[src/rtl/ps2_key_decoder_pkg.sv]
// Shared scan-code constants, decoder state encoding, event payload and ASCII mapping
// for the PS/2 key decoder.
package ps2_key_decoder_pkg;

    localparam logic [7:0] SC_EXT    = 8'hE0;
    localparam logic [7:0] SC_BRK    = 8'hF0;
    localparam logic [7:0] SC_LSHIFT = 8'h12;
    localparam logic [7:0] SC_RSHIFT = 8'h59;
    localparam logic [7:0] SC_CAPS   = 8'h58;
    localparam logic [7:0] SC_BAT    = 8'hAA;
    localparam logic [7:0] SC_ACK    = 8'hFA;
    localparam logic [7:0] SC_RESEND = 8'hFE;
    localparam logic [7:0] SC_ECHO   = 8'hEE;
    localparam logic [7:0] SC_PAUSE  = 8'hE1;

    typedef enum logic [1:0] {
        ST_IDLE    = 2'd0,
        ST_EXT     = 2'd1,
        ST_BRK     = 2'd2,
        ST_EXT_BRK = 2'd3
    } state_t;

    typedef struct packed {
        logic       ext;
        logic       make;
        logic [7:0] ascii;
        logic [7:0] scan;
    } evt_t;

    // Scan-code set 2 to ASCII; letters follow 'upper', digits ignore it.
    function automatic logic [7:0] scan2ascii(input logic [7:0] code, input logic upper);
        logic [7:0] lc;
        lc = 8'h00;
        case (code)
            8'h1C: lc = 8'h61;  8'h32: lc = 8'h62;  8'h21: lc = 8'h63;  8'h23: lc = 8'h64;
            8'h24: lc = 8'h65;  8'h2B: lc = 8'h66;  8'h34: lc = 8'h67;  8'h33: lc = 8'h68;
            8'h43: lc = 8'h69;  8'h3B: lc = 8'h6A;  8'h42: lc = 8'h6B;  8'h4B: lc = 8'h6C;
            8'h3A: lc = 8'h6D;  8'h31: lc = 8'h6E;  8'h44: lc = 8'h6F;  8'h4D: lc = 8'h70;
            8'h15: lc = 8'h71;  8'h2D: lc = 8'h72;  8'h1B: lc = 8'h73;  8'h2C: lc = 8'h74;
            8'h3C: lc = 8'h75;  8'h2A: lc = 8'h76;  8'h1D: lc = 8'h77;  8'h22: lc = 8'h78;
            8'h35: lc = 8'h79;  8'h1A: lc = 8'h7A;
            8'h16: lc = 8'h31;  8'h1E: lc = 8'h32;  8'h26: lc = 8'h33;  8'h25: lc = 8'h34;
            8'h2E: lc = 8'h35;  8'h36: lc = 8'h36;  8'h3D: lc = 8'h37;  8'h3E: lc = 8'h38;
            8'h46: lc = 8'h39;  8'h45: lc = 8'h30;
            8'h29: lc = 8'h20;
            8'h5A: lc = 8'h0D;
            default: lc = 8'h00;
        endcase
        if (upper && (lc >= 8'h61) && (lc <= 8'h7A)) begin
            lc = lc - 8'h20;
        end
        return lc;
    endfunction

endpackage

[src/rtl/ps2_key_decoder_evt_fifo.sv]
// Synchronous event FIFO with valid/ready pop; simultaneous push and pop succeed when full.
module ps2_key_decoder_evt_fifo
    import ps2_key_decoder_pkg::*;
#(
    parameter int unsigned DEPTH = 4
) (
    input  logic clk,
    input  logic rst,
    input  logic push,
    input  evt_t din,
    input  logic ready,
    output logic valid,
    output evt_t head,
    output logic full
);

    localparam int unsigned PTR_W = $clog2(DEPTH);
    localparam int unsigned OCC_W = PTR_W + 1;

    evt_t             mem [DEPTH];
    logic [PTR_W-1:0] wr_ptr;
    logic [PTR_W-1:0] rd_ptr;
    logic [OCC_W-1:0] count;
    logic             pop;
    logic             wr_en;

    always_comb begin
        valid = (count != '0);
        full  = (count == OCC_W'(DEPTH));
        head  = mem[rd_ptr];
        pop   = valid && ready;
        wr_en = push && (!full || pop);
    end

    always_ff @(posedge clk) begin
        if (rst) begin
            wr_ptr <= '0;
            rd_ptr <= '0;
            count  <= '0;
            for (int unsigned i = 0; i < DEPTH; i++) begin
                mem[i] <= '0;
            end
        end else begin
            if (wr_en) begin
                mem[wr_ptr] <= din;
                wr_ptr      <= wr_ptr + PTR_W'(1);
            end
            if (pop) begin
                rd_ptr <= rd_ptr + PTR_W'(1);
            end
            case ({wr_en, pop})
                2'b10:   count <= count + OCC_W'(1);
                2'b01:   count <= count - OCC_W'(1);
                default: count <= count;
            endcase
        end
    end

endmodule

[src/rtl/ps2_key_decoder.sv]
// PS/2 scan-code decoder: prefix tracking, modifier state, typematic suppression,
// and key events delivered through a small FIFO.
module ps2_key_decoder
    import ps2_key_decoder_pkg::*;
#(
    parameter int unsigned DEPTH = 4,
    parameter int unsigned CNT_W = 8
) (
    input  logic             clk,
    input  logic             rst,
    input  logic             i_code_valid,
    input  logic [7:0]       i_code,
    output logic             o_evt_valid,
    input  logic             i_evt_ready,
    output logic [7:0]       o_evt_scan,
    output logic [7:0]       o_evt_ascii,
    output logic             o_evt_make,
    output logic             o_evt_ext,
    output logic             o_shift,
    output logic             o_caps,
    output logic [CNT_W-1:0] o_press_cnt,
    output logic             o_overflow
);

    state_t           state_q, state_d;
    logic             make_c, brk_c, ext_c;
    logic             is_prefix_c, is_ctrl_c, is_mod_c;
    logic [8:0]       key_c, held_q, held_d;
    logic             new_make_c, push_c, pop_c;
    logic             shift_l_q, shift_r_q, shift_l_d, shift_r_d, caps_d;
    logic [CNT_W-1:0] cnt_d;
    logic             fifo_full;
    evt_t             evt_c, head;

    always_comb begin
        is_prefix_c = (i_code == SC_EXT) || (i_code == SC_BRK);
        is_ctrl_c   = (i_code == SC_BAT) || (i_code == SC_ACK) || (i_code == SC_RESEND) ||
                      (i_code == SC_ECHO) || (i_code == SC_PAUSE);
        is_mod_c    = (i_code == SC_LSHIFT) || (i_code == SC_RSHIFT) || (i_code == SC_CAPS);
    end

    always_ff @(posedge clk) begin
        if (rst) state_q <= ST_IDLE;
        else     state_q <= state_d;
    end

    always_comb begin
        state_d = state_q;
        if (i_code_valid) begin
            case (state_q)
                ST_IDLE: begin
                    if (i_code == SC_EXT)      state_d = ST_EXT;
                    else if (i_code == SC_BRK) state_d = ST_BRK;
                end
                ST_EXT: begin
                    if (i_code == SC_BRK)      state_d = ST_EXT_BRK;
                    else if (i_code != SC_EXT) state_d = ST_IDLE;
                end
                ST_BRK, ST_EXT_BRK: begin
                    if (!is_prefix_c) state_d = ST_IDLE;
                end
                default: state_d = ST_IDLE;
            endcase
        end
    end

    // Decoded key action for the byte currently presented
    always_comb begin
        make_c = 1'b0;
        brk_c  = 1'b0;
        ext_c  = 1'b0;
        if (i_code_valid) begin
            case (state_q)
                ST_IDLE:    make_c = !is_prefix_c && !is_ctrl_c;
                ST_EXT: begin
                    make_c = !is_prefix_c;
                    ext_c  = 1'b1;
                end
                ST_BRK:     brk_c = !is_prefix_c;
                ST_EXT_BRK: begin
                    brk_c = !is_prefix_c;
                    ext_c = 1'b1;
                end
                default: ;
            endcase
        end
    end

    // Modifiers feed the ASCII mapping with their pre-update values
    always_comb begin
        key_c       = {ext_c, i_code};
        new_make_c  = make_c && (key_c != held_q);
        push_c      = new_make_c || brk_c;
        pop_c       = o_evt_valid && i_evt_ready;
        evt_c.ext   = ext_c;
        evt_c.make  = make_c;
        evt_c.ascii = ext_c ? 8'h00 : scan2ascii(i_code, o_shift ^ o_caps);
        evt_c.scan  = i_code;

        held_d    = held_q;
        shift_l_d = shift_l_q;
        shift_r_d = shift_r_q;
        caps_d    = o_caps;
        cnt_d     = o_press_cnt;
        if (new_make_c) begin
            held_d = key_c;
            if (!ext_c) begin
                if (i_code == SC_LSHIFT) shift_l_d = 1'b1;
                if (i_code == SC_RSHIFT) shift_r_d = 1'b1;
                if (i_code == SC_CAPS)   caps_d    = !o_caps;
            end
        end
        if (brk_c) begin
            if (key_c == held_q) held_d = '0;
            if (!ext_c) begin
                if (i_code == SC_LSHIFT) shift_l_d = 1'b0;
                if (i_code == SC_RSHIFT) shift_r_d = 1'b0;
                if (!is_mod_c)           cnt_d     = o_press_cnt + CNT_W'(1);
            end
        end
    end

    always_ff @(posedge clk) begin
        if (rst) begin
            held_q      <= '0;
            shift_l_q   <= 1'b0;
            shift_r_q   <= 1'b0;
            o_shift     <= 1'b0;
            o_caps      <= 1'b0;
            o_press_cnt <= '0;
            o_overflow  <= 1'b0;
        end else begin
            held_q      <= held_d;
            shift_l_q   <= shift_l_d;
            shift_r_q   <= shift_r_d;
            o_shift     <= shift_l_d || shift_r_d;
            o_caps      <= caps_d;
            o_press_cnt <= cnt_d;
            if (push_c && fifo_full && !pop_c) o_overflow <= 1'b1;
        end
    end

    ps2_key_decoder_evt_fifo #(
        .DEPTH (DEPTH)
    ) u_evt_fifo (
        .clk   (clk),
        .rst   (rst),
        .push  (push_c),
        .din   (evt_c),
        .ready (i_evt_ready),
        .valid (o_evt_valid),
        .head  (head),
        .full  (fifo_full)
    );

    always_comb begin
        o_evt_scan  = head.scan;
        o_evt_ascii = head.ascii;
        o_evt_make  = head.make;
        o_evt_ext   = head.ext;
    end

endmodule

[config.mk]
export PLATFORM = sky130hd
export DESIGN_NAME = ps2_key_decoder
export DESIGN_NICKNAME = d
export VERILOG_FILES = /design/src/rtl/ps2_key_decoder_pkg.sv /design/src/rtl/ps2_key_decoder_evt_fifo.sv /design/src/rtl/ps2_key_decoder.sv
export SDC_FILE = /design/constraint.sdc
export NUM_CORES = 1
export LEC_CHECK = 0
export CORE_ASPECT_RATIO = 1.25
export CORE_MARGIN = 2
export CORE_UTILIZATION = 59
export CTS_CLUSTER_SIZE = 10
export DETAILED_ROUTE_END_ITERATION = 12
export MAX_ROUTING_LAYER = met4
export PLACE_DENSITY = 0.89
export SYNTH_ARGS = -nofsm -noshare
export SYNTH_HDL_FRONTEND = slang
export SYNTH_HIERARCHICAL = 1
export SYNTH_SLANG_ARGS = --single-unit
[constraint.sdc]
create_clock -name clk -period 5.5 [get_ports clk]
set_clock_uncertainty 0.05 [all_clocks]
set_input_delay 1.1 -clock clk [delete_from_list [all_inputs] [get_ports clk]]
set_output_delay 1.1 -clock clk [all_outputs]
set_load 0.1 [all_outputs]
# Yosys cells after proc, flatten, opt, wreduce, memory -nomap -nowiden
# Memories as Yosys holds them, arrays and structs flattened. A register that Yosys moved wholly into a read port is not among the register bits.
# Cells that the tools add are included.
# word_totals
ff_bits	31
latchBits	0
mem_bits_rw	72
rom_bits	896
inputBits	12
n_memories	2
# mem_list
name	words	width	rd	rd_ports_with_merged_regs	write_ports	line_no	text
(name not given)	128	7	1	0	0	ps2_key_decoder_pkg.sv:34	case (code)
u_evt_fifo.mem	4	18	1	1	4	ps2_key_decoder_evt_fifo.sv:20	evt_t mem [DEPTH];
# classes
n_addsub	6
n_mul	0
n_div	0
order_cmp	2
n_eq_ne	22
n_shift	0
muxes	41
bitwise_logic	3
n_reduce_logical	32
# ops
cell	count
8-bit equality test (second input constant)	7
9-bit two-way mux	3
8-bit two-way mux	3
1-bit two-way mux	23
18-bit two-way mux	1
18-bit OR reduction	1
8-bit by 7-bit equality test with 1-bit output (second input constant)	2
2-bit two-way mux	8
1-bit logical OR	10
9-bit equality test	1
9-bit inequality test	1
8-bit by 1-bit adder with 8-bit output (second input constant)	1
8-bit by 5-bit equality test with 1-bit output (second input constant)	1
8-bit by 7-bit greater-or-equal comparator with 1-bit output (second input constant)	1
8-bit by 7-bit <= comparator with 1-bit output (second input constant)	1
1-bit logical AND	8
8-bit inequality test (second input constant)	1
8-bit by 6-bit subtractor with 8-bit output (second input constant)	1
2-bit equality test (second input constant)	3
3-bit inequality test (second input constant)	2
2-bit one-hot mux with 3 select lines	1
3-bit one-hot mux with 2 select lines	1
3-bit AND reduction	2
1-bit zero test	5
other kinds (14)	18

# Logic depth before layout (Yosys ltp)
# logic_depth
ltp_word	17
ltp_mapped	14

# Cells and area by module
# The synthesis kept the hierarchy.
# by_module_without_submodules
mod	n_inst	cells_each	area_each_um2	seq_area_each_um2
ps2_key_decoder_evt_fifo	1	241	3688.5	2342.2
ps2_key_decoder	1	282	2202.1	480.5

# Worst setup path after synthesis
# Ideal clock, no wire load.
# synth_path
kind	in2reg
start	input i_code[1]
end	memory u_evt_fifo/mem[1][0] (netlist bit) (enable)
arrival_ps	3887
required_time_ps	5053
slack_ps	1166
stages	11
path_cell_list	buf_2 -> inv_1 -> ha_1 -> nand2b_1 -> o21ai_0 -> a41oi_1 -> o211ai_2 -> nand2_1 -> clkbuf_1 -> nand3_1 -> o21bai_1
# synth_rtl
element	line_no	text
start, declared	ps2_key_decoder.sv:12	input logic [7:0] i_code,
end, declared	ps2_key_decoder_evt_fifo.sv:20	

==> results.cfg <==
[layout]
insertedDiodeCount = 0
regArea_sq_um = 2823
multi_input_area_sq_um = 2709
nFillCells = 662
fin_cells = 685
drive_gt1_frac = 0.1360
area_delta_synth_final_pct = 11.49
nNetsFinal = 576

[placed_design]
dp_hpwl_um = 9321
placed_cells = 669
io_buffers = 41
gp_congestion = 0.9604

[worst_setup_path]
critPathTopFamily = buffers and inverters
worstRegToRegCells = 8
critPathBufInv = 3
crit_type = in -> reg
rrSetupSlack_ns = 2.49
r2r_start = state_q[0]$_SDFFE_PP0P_
worstSetupEndpointType = flop
start_kind = primary input
max_stage_delay_ns = 0.80
cp_slowest_cell = clkdlybuf4s50_1
crit_arrival_ns = 4.60
crit_path_max_fanout = 19
path_cells = clkdlybuf4s50_1 -> inv_1 -> ha_1 -> nand2b_1 -> o21ai_0 -> a41oi_1 -> o211ai_2 -> nand2_1 -> and4b_1 -> or2_1 -> buf_4
critPathRequiredTime_ns = 5.49
regToRegEndpoint = u_evt_fifo/mem[0][6]$_SDFFCE_PN0P_

[route]
vias_per_cell = 6.206
wire_per_inst_um = 19.67
drt_iter0_markers = 332
maxUsedRoutingLayer = met4
ant_nets = 0
wl_met2_um = 7314
wl_met1_um = 5079
vias = 4251
drc = 0
wirelength_um = 13470
drt_pre_antenna_iters = 5
wl_met3_um = 734

[logic_synthesis]
ys_warn_count = 6
ys_seq_area_frac = 0.4792
synth.distinct_cells = 81
synth_area_leaders = edfxtp_1 37%, dfxtp_1 11%, mux4_2 7.3%
synth_common_cells = 72 x edfxtp_1, 68 x and2_1, 50 x nor2_1
synth-edff-count = 72
synth_nets = 545
syn_area_sq_um = 5891
postSynthCellCount = 523
yosys.area.top_type = edfxtp_1
synth_seq_cells = 105
async_reset_ff_frac = 0
synth_top_cell_area_share = 0.3670
synth_area_per_cell_sq_um = 11.26
synthFlopType = edfxtp_1
synth_most_common_cell = edfxtp_1

[cts]
cts_hold_buf = 0
cts_made_buffers = 9
root_buffer = clkbuf_16
clock-sinks = 105
h-tree-depth = 3
cts_tree = yes
cts_resized = 0
post_cts_buffers = 0
clkTransAtPathRegs_ns = 0.07
clock_latency_ns = 0.34
cts.path.max_buffers = 2

[timing]
setup_tns_ns = 0
maxSlewViolCount = 0
fmax_mhz = 217.0
min_period_ns = 4.609
setup_viol = 0
hold_viol_final = 0
hold-worst-slack_ns = 0.4444
fin_crit_sh = 0.8380
rsz0062_at_grt = no
max_slew_margin = 0.3512
tightestPinTransition_ns = 0.9702

[die]
row_count = 40
io_pins = 42
initial_core_util = 0.6098
core_sq_um = 9659
dieArea_sq_um = 10800
fp.dieW_um = 93.37
fp.dieH_um = 115.7

[grt]
grt_max_degree = 34
grt_antenna_before_repair = 0
track_usage = 0.2677
grt_pass1_wl_um = 21320
overflow = 0
grt_pass1_vias = 4165

[flow_run]
max_cap_violations = 0

[min_path]
holdPathEnd = o_overflow$_SDFFE_PP0P_
worstHoldPathType = reg -> reg
hold_start = o_overflow$_SDFFE_PP0P_
holdPathStages = 2

[power_and_ir_drop]
internal-power_uw = 1422
seqPwrFrac = 0.438
total_power_uw = 2107
powerDensity_nw_per_um2 = 320.8
peakVddDrop_mv = 0.1600
switching_share = 0.3250
combPwrFrac = 0.257
p_leak_uw = 0.002431
switching_power_uw = 684.8
clkPwrFrac = 0.305

[run_status]
status = completed
==> cell families after synthesis <==
group,Yosys count,synth area share
xor+xnor,21,0.03122
flops,105,0.4792
compound gates,94,0.1136
simple gates,218,0.2094
mux,25,0.08305
fa+ha+maj,10,0.02252
buf+inv,50,0.06096
==> flip-flops by register name (all words and copies together) (netlist names), 2 cells and up, named ones only <==
name and cells:
held_q 9, o_press_cnt 8, state_q 2, u_evt_fifo/count 3, u_evt_fifo/mem 72, u_evt_fifo/rd_ptr 2
u_evt_fifo/wr_ptr 2
==> stage by stage <==
stage          instance area [sq um]  worst slack [ns]  utilization
6_report                        6568            0.8909       0.6799
5_1_grt                         6568            0.6421       0.6799
4_1_cts                         6568            0.9163       0.6799
3_5_place_dp                    6265            0.5709       0.6486
3_3_place_gp                    6265            0.7269       0.6486
2_1_floorplan                   5891             1.166            -
==> layer usage <==
metal	vias up	global-route usage
met5	-	-
li1	1964	-
met3	31	0.04031
met4	0	0.1029
met2	170	0.4700
met1	2086	0.3093
==> layout by cell type (no fill, tap or decap), drive strengths merged, types with 3 or more instances in the layout <==
cell	count
or3	5
nor3	6
buf	15
o21bai	6
a21oi	24
o22ai	3
nor4	5
a31oi	6
edfxtp	72
a211oi	3
o211ai	4
ha	9
xnor2	5
dfxtp	33
clkdlybuf4s50	41
o21ai	12
mux4	19
o21a	4
mux2i	5
nand4	5
xor2	16
nor2	50
nand3	10
clkbuf	14
a41oi	3
inv	16
nor2b	7
a21o	4
and3	3
nand2	30
and2	75
or2	4
nand2b	6
o2111ai	3
==> worst min-delay path, stage by stage, from the launching register on <==
cell     delay, ns
dfxtp_1       0.34
a31oi_1       0.05
nor2_1        0.07
==> power groups by stage <==
stage	sequential, uW	combinational, uW	clock [uW]
after floorplan	927	439	0
after global placement	934	530	0
after detailed placement	940	539	0
after CTS	923	541	641
after global routing	927	570	675
final	923	542	642
==> how the worst max path moves through the flow <==
| stage | start | end | cells past startpoint |
|---|---|---|---|
| final | i_code[1] | u_evt_fifo/mem[0][6]$_SDFFCE_PN0P_ | 11 |
| after global routing | i_code[1] | u_evt_fifo/count[1]$_SDFFE_PP0P_ | 13 |
| after CTS | i_code[1] | u_evt_fifo/mem[0][6]$_SDFFCE_PN0P_ | 11 |
| after detailed placement | i_code[1] | u_evt_fifo/mem[0][15]$_SDFFCE_PN0P_ | 11 |
| after global placement | i_code[1] | u_evt_fifo/count[1]$_SDFFE_PP0P_ | 13 |
| after floorplan | i_code[1] | u_evt_fifo/mem[1][0]$_SDFFCE_PN0P_ | 11 |
==> final cells by class <==
class / instances / share of cell area
clock inverter: 2 / 0.002667
clock buffer: 14 / 0.04344
sequential: 105 / 0.4298
tap: 126 / 0.02400
inverter: 14 / 0.008002
timing repair buffer: 56 / 0.07963
multi-input combinational: 368 / 0.4125
Note: power is estimated with default switching activity, not from simulation.
